### src/rtl/mips_ctrl_pkg.sv
// Shared definitions for the MIPS run controller.
//   run_state_e : controller FSM states
//   Def*        : default values for the controller parameters
//   sat16       : clamp a 32-bit count into a 16-bit status field
package mips_ctrl_pkg;

  typedef enum logic [2:0] {
    StIdle,
    StHold,
    StRun,
    StDump,
    StDone
  } run_state_e;

  localparam int unsigned DefResetCycles = 10;
  localparam int unsigned DefNopTimeout  = 9;
  localparam int unsigned DefWatchdog    = 500;
  localparam int unsigned DefDumpWords   = 22;

  function automatic logic [15:0] sat16(input logic [31:0] v);
    return (v > 32'h0000_FFFF) ? 16'hFFFF : v[15:0];
  endfunction

endpackage

### src/rtl/mips_run_monitor.sv
// Run monitor: counts RUN cycles (watchdog) and consecutive zero instructions (nop run).
// Ports:
//   clk, rst : clock, synchronous active-high reset
//   clr      : zero both counters
//   en       : one RUN cycle elapses this clock
//   inst     : instruction word fetched this cycle
//   stop     : the update made this cycle reaches the nop or watchdog limit
//   wd_hit   : watchdog limit reached without the nop limit in the same cycle
//   count    : watch count including this cycle's update
module mips_run_monitor
  import mips_ctrl_pkg::*;
#(
  parameter int unsigned NOP_TIMEOUT = DefNopTimeout,
  parameter int unsigned WATCHDOG    = DefWatchdog
) (
  input  logic        clk,
  input  logic        rst,
  input  logic        clr,
  input  logic        en,
  input  logic [31:0] inst,
  output logic        stop,
  output logic        wd_hit,
  output logic [31:0] count
);

  logic [31:0] nop_q, nop_d;
  logic [31:0] watch_q, watch_d;
  logic        nop_cond, wd_cond;

  always_comb begin
    nop_d   = nop_q;
    watch_d = watch_q;
    if (clr) begin
      nop_d   = '0;
      watch_d = '0;
    end else if (en) begin
      watch_d = (watch_q == 32'hFFFF_FFFF) ? watch_q : watch_q + 32'd1;
      nop_d   = (inst == 32'd0) ? nop_q + 32'd1 : 32'd0;
    end
  end

  // Limits are judged on the updated values so the exit happens in the limiting cycle.
  always_comb begin
    nop_cond = en && !clr && (nop_d == NOP_TIMEOUT);
    wd_cond  = en && !clr && (watch_d == WATCHDOG);
    stop     = nop_cond || wd_cond;
    // A simultaneous nop exit counts as a normal finish, not a watchdog expiry.
    wd_hit   = wd_cond && !nop_cond;
    count    = watch_d;
  end

  always_ff @(posedge clk) begin
    if (rst) begin
      nop_q   <= '0;
      watch_q <= '0;
    end else begin
      nop_q   <= nop_d;
      watch_q <= watch_d;
    end
  end

endmodule

### src/rtl/mips_run_ctrl.sv
// MIPS run controller: holds the core in reset, lets it run until it idles on zero
// instructions or the watchdog fires, then streams the first data-memory words out.
// Ports:
//   clk, rst                 : clock, synchronous active-high reset
//   start                    : single-cycle run request (honoured in IDLE/DONE only)
//   inst                     : instruction word fetched by the core
//   core_data_*              : core data-memory request / returned read data
//   core_rst_n               : active-low core reset, high only while running
//   mem_*                    : the single data-memory port (mem_rdata combinational)
//   dump_valid/ready/data/idx: result stream, valid/ready handshake
//   busy, done, wd_expired, run_cycles : status
module mips_run_ctrl
  import mips_ctrl_pkg::*;
#(
  parameter int unsigned RESET_CYCLES = DefResetCycles,
  parameter int unsigned NOP_TIMEOUT  = DefNopTimeout,
  parameter int unsigned WATCHDOG     = DefWatchdog,
  parameter int unsigned DUMP_WORDS   = DefDumpWords
) (
  input  logic        clk,
  input  logic        rst,
  input  logic        start,
  input  logic [31:0] inst,
  input  logic [31:0] core_data_addr,
  input  logic        core_data_wr,
  input  logic [31:0] core_data_in,
  output logic [31:0] core_data_out,
  output logic        core_rst_n,
  output logic [31:0] mem_addr,
  output logic        mem_wr,
  output logic [31:0] mem_wdata,
  input  logic [31:0] mem_rdata,
  output logic        dump_valid,
  input  logic        dump_ready,
  output logic [31:0] dump_data,
  output logic [4:0]  dump_idx,
  output logic        busy,
  output logic        done,
  output logic        wd_expired,
  output logic [15:0] run_cycles
);

  localparam logic [4:0] LastIdx = 5'(DUMP_WORDS - 1);

  run_state_e  state_q, state_d;
  logic [31:0] hold_q, hold_d;
  logic [4:0]  dump_idx_q, dump_idx_d;
  logic        wd_expired_q, wd_expired_d;
  logic [15:0] run_cycles_q, run_cycles_d;

  logic        mon_clr, mon_en, mon_stop, mon_wd_hit;
  logic [31:0] mon_count;

  assign mon_clr = (state_q == StHold);
  assign mon_en  = (state_q == StRun);

  mips_run_monitor #(
    .NOP_TIMEOUT(NOP_TIMEOUT),
    .WATCHDOG   (WATCHDOG)
  ) u_monitor (
    .clk   (clk),
    .rst   (rst),
    .clr   (mon_clr),
    .en    (mon_en),
    .inst  (inst),
    .stop  (mon_stop),
    .wd_hit(mon_wd_hit),
    .count (mon_count)
  );

  // Next-state logic
  always_comb begin
    state_d      = state_q;
    hold_d       = hold_q;
    dump_idx_d   = dump_idx_q;
    wd_expired_d = wd_expired_q;
    run_cycles_d = run_cycles_q;
    unique case (state_q)
      StIdle, StDone: begin
        if (start) begin
          state_d      = StHold;
          hold_d       = '0;
          dump_idx_d   = '0;
          wd_expired_d = 1'b0;
          run_cycles_d = '0;
        end
      end
      StHold: begin
        wd_expired_d = 1'b0;
        run_cycles_d = '0;
        if (hold_q == RESET_CYCLES - 1) begin
          state_d = StRun;
          hold_d  = '0;
        end else begin
          hold_d = hold_q + 32'd1;
        end
      end
      StRun: begin
        if (mon_stop) begin
          state_d      = StDump;
          wd_expired_d = mon_wd_hit;
          run_cycles_d = sat16(mon_count);
          dump_idx_d   = '0;
        end
      end
      StDump: begin
        if (dump_ready) begin
          if (dump_idx_q == LastIdx) begin
            state_d    = StDone;
            dump_idx_d = '0;
          end else begin
            dump_idx_d = dump_idx_q + 5'd1;
          end
        end
      end
      default: state_d = StIdle;
    endcase
  end

  always_ff @(posedge clk) begin
    if (rst) begin
      state_q      <= StIdle;
      hold_q       <= '0;
      dump_idx_q   <= '0;
      wd_expired_q <= 1'b0;
      run_cycles_q <= '0;
    end else begin
      state_q      <= state_d;
      hold_q       <= hold_d;
      dump_idx_q   <= dump_idx_d;
      wd_expired_q <= wd_expired_d;
      run_cycles_q <= run_cycles_d;
    end
  end

  // Memory port mux: the core owns the port in RUN, the dump streamer in DUMP.
  always_comb begin
    mem_addr      = '0;
    mem_wr        = 1'b0;
    mem_wdata     = '0;
    core_data_out = '0;
    dump_valid    = 1'b0;
    dump_data     = '0;
    if (state_q == StRun) begin
      mem_addr      = core_data_addr;
      mem_wr        = core_data_wr;
      mem_wdata     = core_data_in;
      core_data_out = mem_rdata;
    end else if (state_q == StDump) begin
      mem_addr   = {25'd0, dump_idx_q, 2'b00};
      dump_valid = 1'b1;
      dump_data  = mem_rdata;
    end
  end

  assign core_rst_n = (state_q == StRun);
  assign busy       = (state_q == StHold) || (state_q == StRun) || (state_q == StDump);
  assign done       = (state_q == StDone);
  assign dump_idx   = dump_idx_q;
  assign wd_expired = wd_expired_q;
  assign run_cycles = run_cycles_q;

endmodule

### config.mk
export PLATFORM = sky130hd
export DESIGN_NAME = mips_run_ctrl
export DESIGN_NICKNAME = d
export VERILOG_FILES = /design/src/rtl/mips_ctrl_pkg.sv /design/src/rtl/mips_run_monitor.sv /design/src/rtl/mips_run_ctrl.sv
export SDC_FILE = /design/constraint.sdc
export NUM_CORES = 1
export LEC_CHECK = 0
export ABC_AREA = 1
export CAP_MARGIN = 20
export CELL_PAD_IN_SITES_DETAIL_PLACEMENT = 1
export CELL_PAD_IN_SITES_GLOBAL_PLACEMENT = 1
export CORE_AREA = 2 2 179 181
export CTS_CLUSTER_DIAMETER = 50
export DETAILED_ROUTE_END_ITERATION = 16
export DIE_AREA = 0 0 181 183
export HOLD_SLACK_MARGIN = 0.12
export PLACE_DENSITY = 0.76
export SYNTH_ARGS = -nofsm -noshare
export SYNTH_HDL_FRONTEND = slang
export SYNTH_SLANG_ARGS = --single-unit
### constraint.sdc
create_clock -name clk -period 2.5 [get_ports clk]
set_input_delay 0.25 -clock clk [delete_from_list [all_inputs] [get_ports clk]]
set_output_delay 0.25 -clock clk [all_outputs]
set_load 0.02 [all_outputs]
==> impl_results.md <==
- Gr usage total: 27.1%
- TritonCTS Buffers: 17
- Worst R2R Start: u_monitor.watch_q[15]$_SDFF_PP0_
- Crit Path Max Fanout: 8
- Port bufs: 287
- Most common cell in the synthesized netlist: nor2_1
- CTS tree: yes
- Largest net degree at the start of global routing: 89
- Flop2flop setup slack: -0.65 ns
- Core ar.: 31200 um2
- Worst-path clk slew: 0.06 ns
- Setup crit end: run_cycles[8]$_SDFFE_PP0P_
- R2R Path End: run_cycles[8]$_SDFFE_PP0P_
- Slew of the pin with the lowest slew margin: 1.11 ns
- Post-synth top area cell: dfxtp_1
- Count of flip-flops with a built-in enable after synthesis: 0
- Crit path launch type: register
- CTS root buf: clkbuf_16
- Crit-path cells: nand2_1 -> nor2_2 -> nand2_2 -> nor2_8 -> nand2_4 -> buf_6 -> nand3_1 -> o21ai_1 -> nor2_1 -> nand2_1 -> nor2_2 -> nand2_1 -> nor2_2 -> nand2_2 -> nand3_4 -> buf_12 -> buf_12 -> nand3_2 -> nand2_2 -> nor2_1
- Slowest cell delay on critical path: 0.40 ns
- Share of layout cells above drive strength 1: 28.0%
- Failing checks: setup timing
- Worst Clk Skew: 0.0171 ns
- Place WS: -0.547 ns
- P_sw: 7.10 mW
- Clock Power Share: 17.0%
- # setup viols final: 28
- Starting Density: 27.5%
- Period utilization: 126%
- IO Count: 288
- Synth Register Bits: 121
- Final hold viol count: 0
- Worst EP arrival: 3.47 ns
- Via-to-Cell Ratio: 5.16
- Area delta synth->final: 82.8%
- Final worst slack: -0.651 ns
- CP Capture Type: register
- Die Y: 183 um
- Count of different cell masters after synthesis: 46
- Required time of the critical path: 2.82 ns
- H-tree levels: 4
- Final WL: 52900 um
- Post-synth top cells: 375 x nor2_1, 345 x nand2_1, 227 x inv_1, 165 x nand3_1, 121 x dfxtp_1
- Fin. max-slew vios: 0
- Number of DRC markers in iteration 0: 857
- CP max stage cell: dfxtp_1
- Worst-Skew Late Latency: 0.45 ns
- DPL Wire Length: 32000 um
- Max Buffers Root-to-Sink: 2
- Max cap viols: 0
- Initial antenna violation count: 3
- Vias: 12886
- Synthesized net count: 1661
- Leading post-synthesis cells by cell area: dfxtp_1 28%, nor2_1 16%, nand2_1 15%
- Slew HR: 26.0%
- Avg Inst Size Synth: 5.65 um2
- F_max: 317 MHz
- Peak supply drop: 0.540 mV
- Period minus WS final: 3.15 ns
- Post-synth top area share: 28.2%
- Tot Pwr: 14.8 mW
- Post-Syn Area: 8600 um2
- # hold bufs at CTS: 0
- GPL Wtd Cong: 0.882
- Pre-Repair DR Iteration Count: 5
- Switching part of the total: 47.9%
- Cells after Synth: 1522
- Reg power frac: 16.7%
- Final #Nets: 2221
- Largest delay share family, worst path: simple AND/OR/NAND/NOR gates
- Vias in the first global route: 13070
- Critical path type: reg2reg
- DRC viols: 0
- Seq/Total Area, Yosys: 28.2%
- Logic pwr share: 66.3%
- Synth warnings: 0
- Die area: 33100 um2
- Worst hold path type: in2reg
- First-pass GRT wire length: 70200 um
- CP Buf/Inv Count: 3
- Finished Core Util: 50.4%
- DIE WIDTH: 181 um
- WL per Instance: 21.2 um
- Power density of the placed cells: 942 nW/um2
- Crit path from: u_monitor.watch_q[15]$_SDFF_PP0_
- RSZ-0062 raised after global routing: true
- Site Rows: 65
- Post-DRT Antenna Nets: 0
- Internal: 7.71 mW
- R2r worst-path depth: 20
- Grt ovf: 0
- LEAKAGE: 7.69 nW
- Clk sinks: 121
- Outcome: finished, violations left
- Stages on the worst setup path: 20
- Predominant post-synthesis flop cell: dfxtp_1
- Fraction of registers with async set/reset: 0%
[flip-flops by register name, indices dropped and copies added, names as in the netlist]
signal / flops
u_monitor.nop_q: 32
state_q: 3
hold_q: 32
run_cycles: 16
u_monitor.watch_q: 32
wd_expired: 1
dump_idx: 5
[worst min-delay path, stage by stage]
cell    delay (ns)
buf_2         0.12
buf_12        0.21
nor2_1        0.13
[cell type report]
| cell class | count | area, um2 |
|---|---|---|
| fillers | 4111 | 15500 |
| multi-input cells | 1116 | 5990 |
| repair buffers | 593 | 5320 |
| flip-flops and latches | 121 | 2450 |
| inverters | 233 | 898 |
| well taps | 402 | 503 |
| clock buffers | 22 | 464 |
| clock inverters | 8 | 97.6 |
| diodes | 2 | 5.00 |
[how the worst min path moves through the flow]
| stage | depth (start not counted) | start | end | slack (ns) |
|---|---|---|---|---|
| 6_report | 3 | rst | u_monitor.nop_q[17]$_SDFF_PP0_ | 0.33 |
| 5_1_grt | 3 | rst | u_monitor.nop_q[17]$_SDFF_PP0_ | 0.37 |
| 4_1_cts | 3 | rst | u_monitor.nop_q[17]$_SDFF_PP0_ | 0.37 |
| 3_5_place_dp | 2 | run_cycles[7]$_SDFFE_PP0P_ | run_cycles[7]$_SDFFE_PP0P_ | 0.46 |
| 3_3_place_gp | 2 | run_cycles[5]$_SDFFE_PP0P_ | run_cycles[5]$_SDFFE_PP0P_ | 0.45 |
| 2_1_floorplan | 2 | hold_q[31]$_SDFFE_PP0P_ | hold_q[31]$_SDFFE_PP0P_ | 0.47 |
[timing repair]
item	in CTS	in global routing
cloned	6	1
buffers inserted	32	24
setup endpoints to repair	160	42
pin swaps	51	75
gates resized for setup	236	197
[power by group through the flow]
stage / logic, mW / registers, mW / clock network [mW]
floorplan: 3.62 / 2.57 / 0
global placement: 7.17 / 2.40 / 0
detailed placement: 7.35 / 2.42 / 0
CTS: 8.53 / 2.39 / 2.46
global route: 10.3 / 2.49 / 2.61
finish: 9.82 / 2.48 / 2.52
[cell usage in the layout, fill, tap and decap left out, types with 4 or more instances in the layout]
cell type        netlist  layout
a21oi_1               41      34
a21oi_2                0       7
buf_12                 0      12
buf_4                  2     274
buf_6                  3      12
buf_8                  0       4
clkbuf_16              0      17
clkdlybuf4s50_1        0     155
clkinv_2               1       4
clkinvlp_4             0       5
dfxtp_1              121     104
dfxtp_2                0      13
dfxtp_4                0       4
dlygate4sd2_1          0     129
inv_1                227     217
inv_2                  3      10
nand2_1              345     297
nand2_2                2      36
nand2_4                2      15
nand3_1              165     118
nand3_2                2      43
nand3_4                2      11
nand3b_1               4       4
nand4_1               31      31
nor2_1               375     309
nor2_2                 6      54
nor2_4                 4      22
nor3_1                24      20
nor4_1                11      10
o211ai_1               4       4
o21ai_0               30      23
o21ai_1                4       7
o21ai_2                0       4
o21bai_1               4       4
or2_2                 10      10
xnor2_1                6       4
xor2_1                15      14
[metal layers]
metal	up-vias	wire length, um	track usage [%]
met5	-	13	0
met4	2	3500	14.0
met3	214	3520	5.84
met2	612	27100	51.9
met1	6186	18800	27.6
li1	5872	-	-
[logic make-up after synthesis]
family	after synthesis	synth area share [%]
xor gates and xnor gates	21	2.14
adders and majority gates	6	0.873
AOI/OAI and AO/OA	100	6.72
DFF	121	28.2
and+or+nand+nor	986	49.0
buffers and inverters	288	13.2
[metrics by stage]
stage	instances	instance area, um2	hold WS, ns	TNS, ns
floorplan	1522	8600	0.470	0
global placement	2404	13700	0.454	-10.05
detailed placement	2404	13700	0.465	-12.72
CTS	2471	14800	0.368	-4.35
global route	2497	15700	0.370	-16.38
finish	2497	15700	0.334	-14.48
No activity file was read; power rests on OpenSTA's default activity.
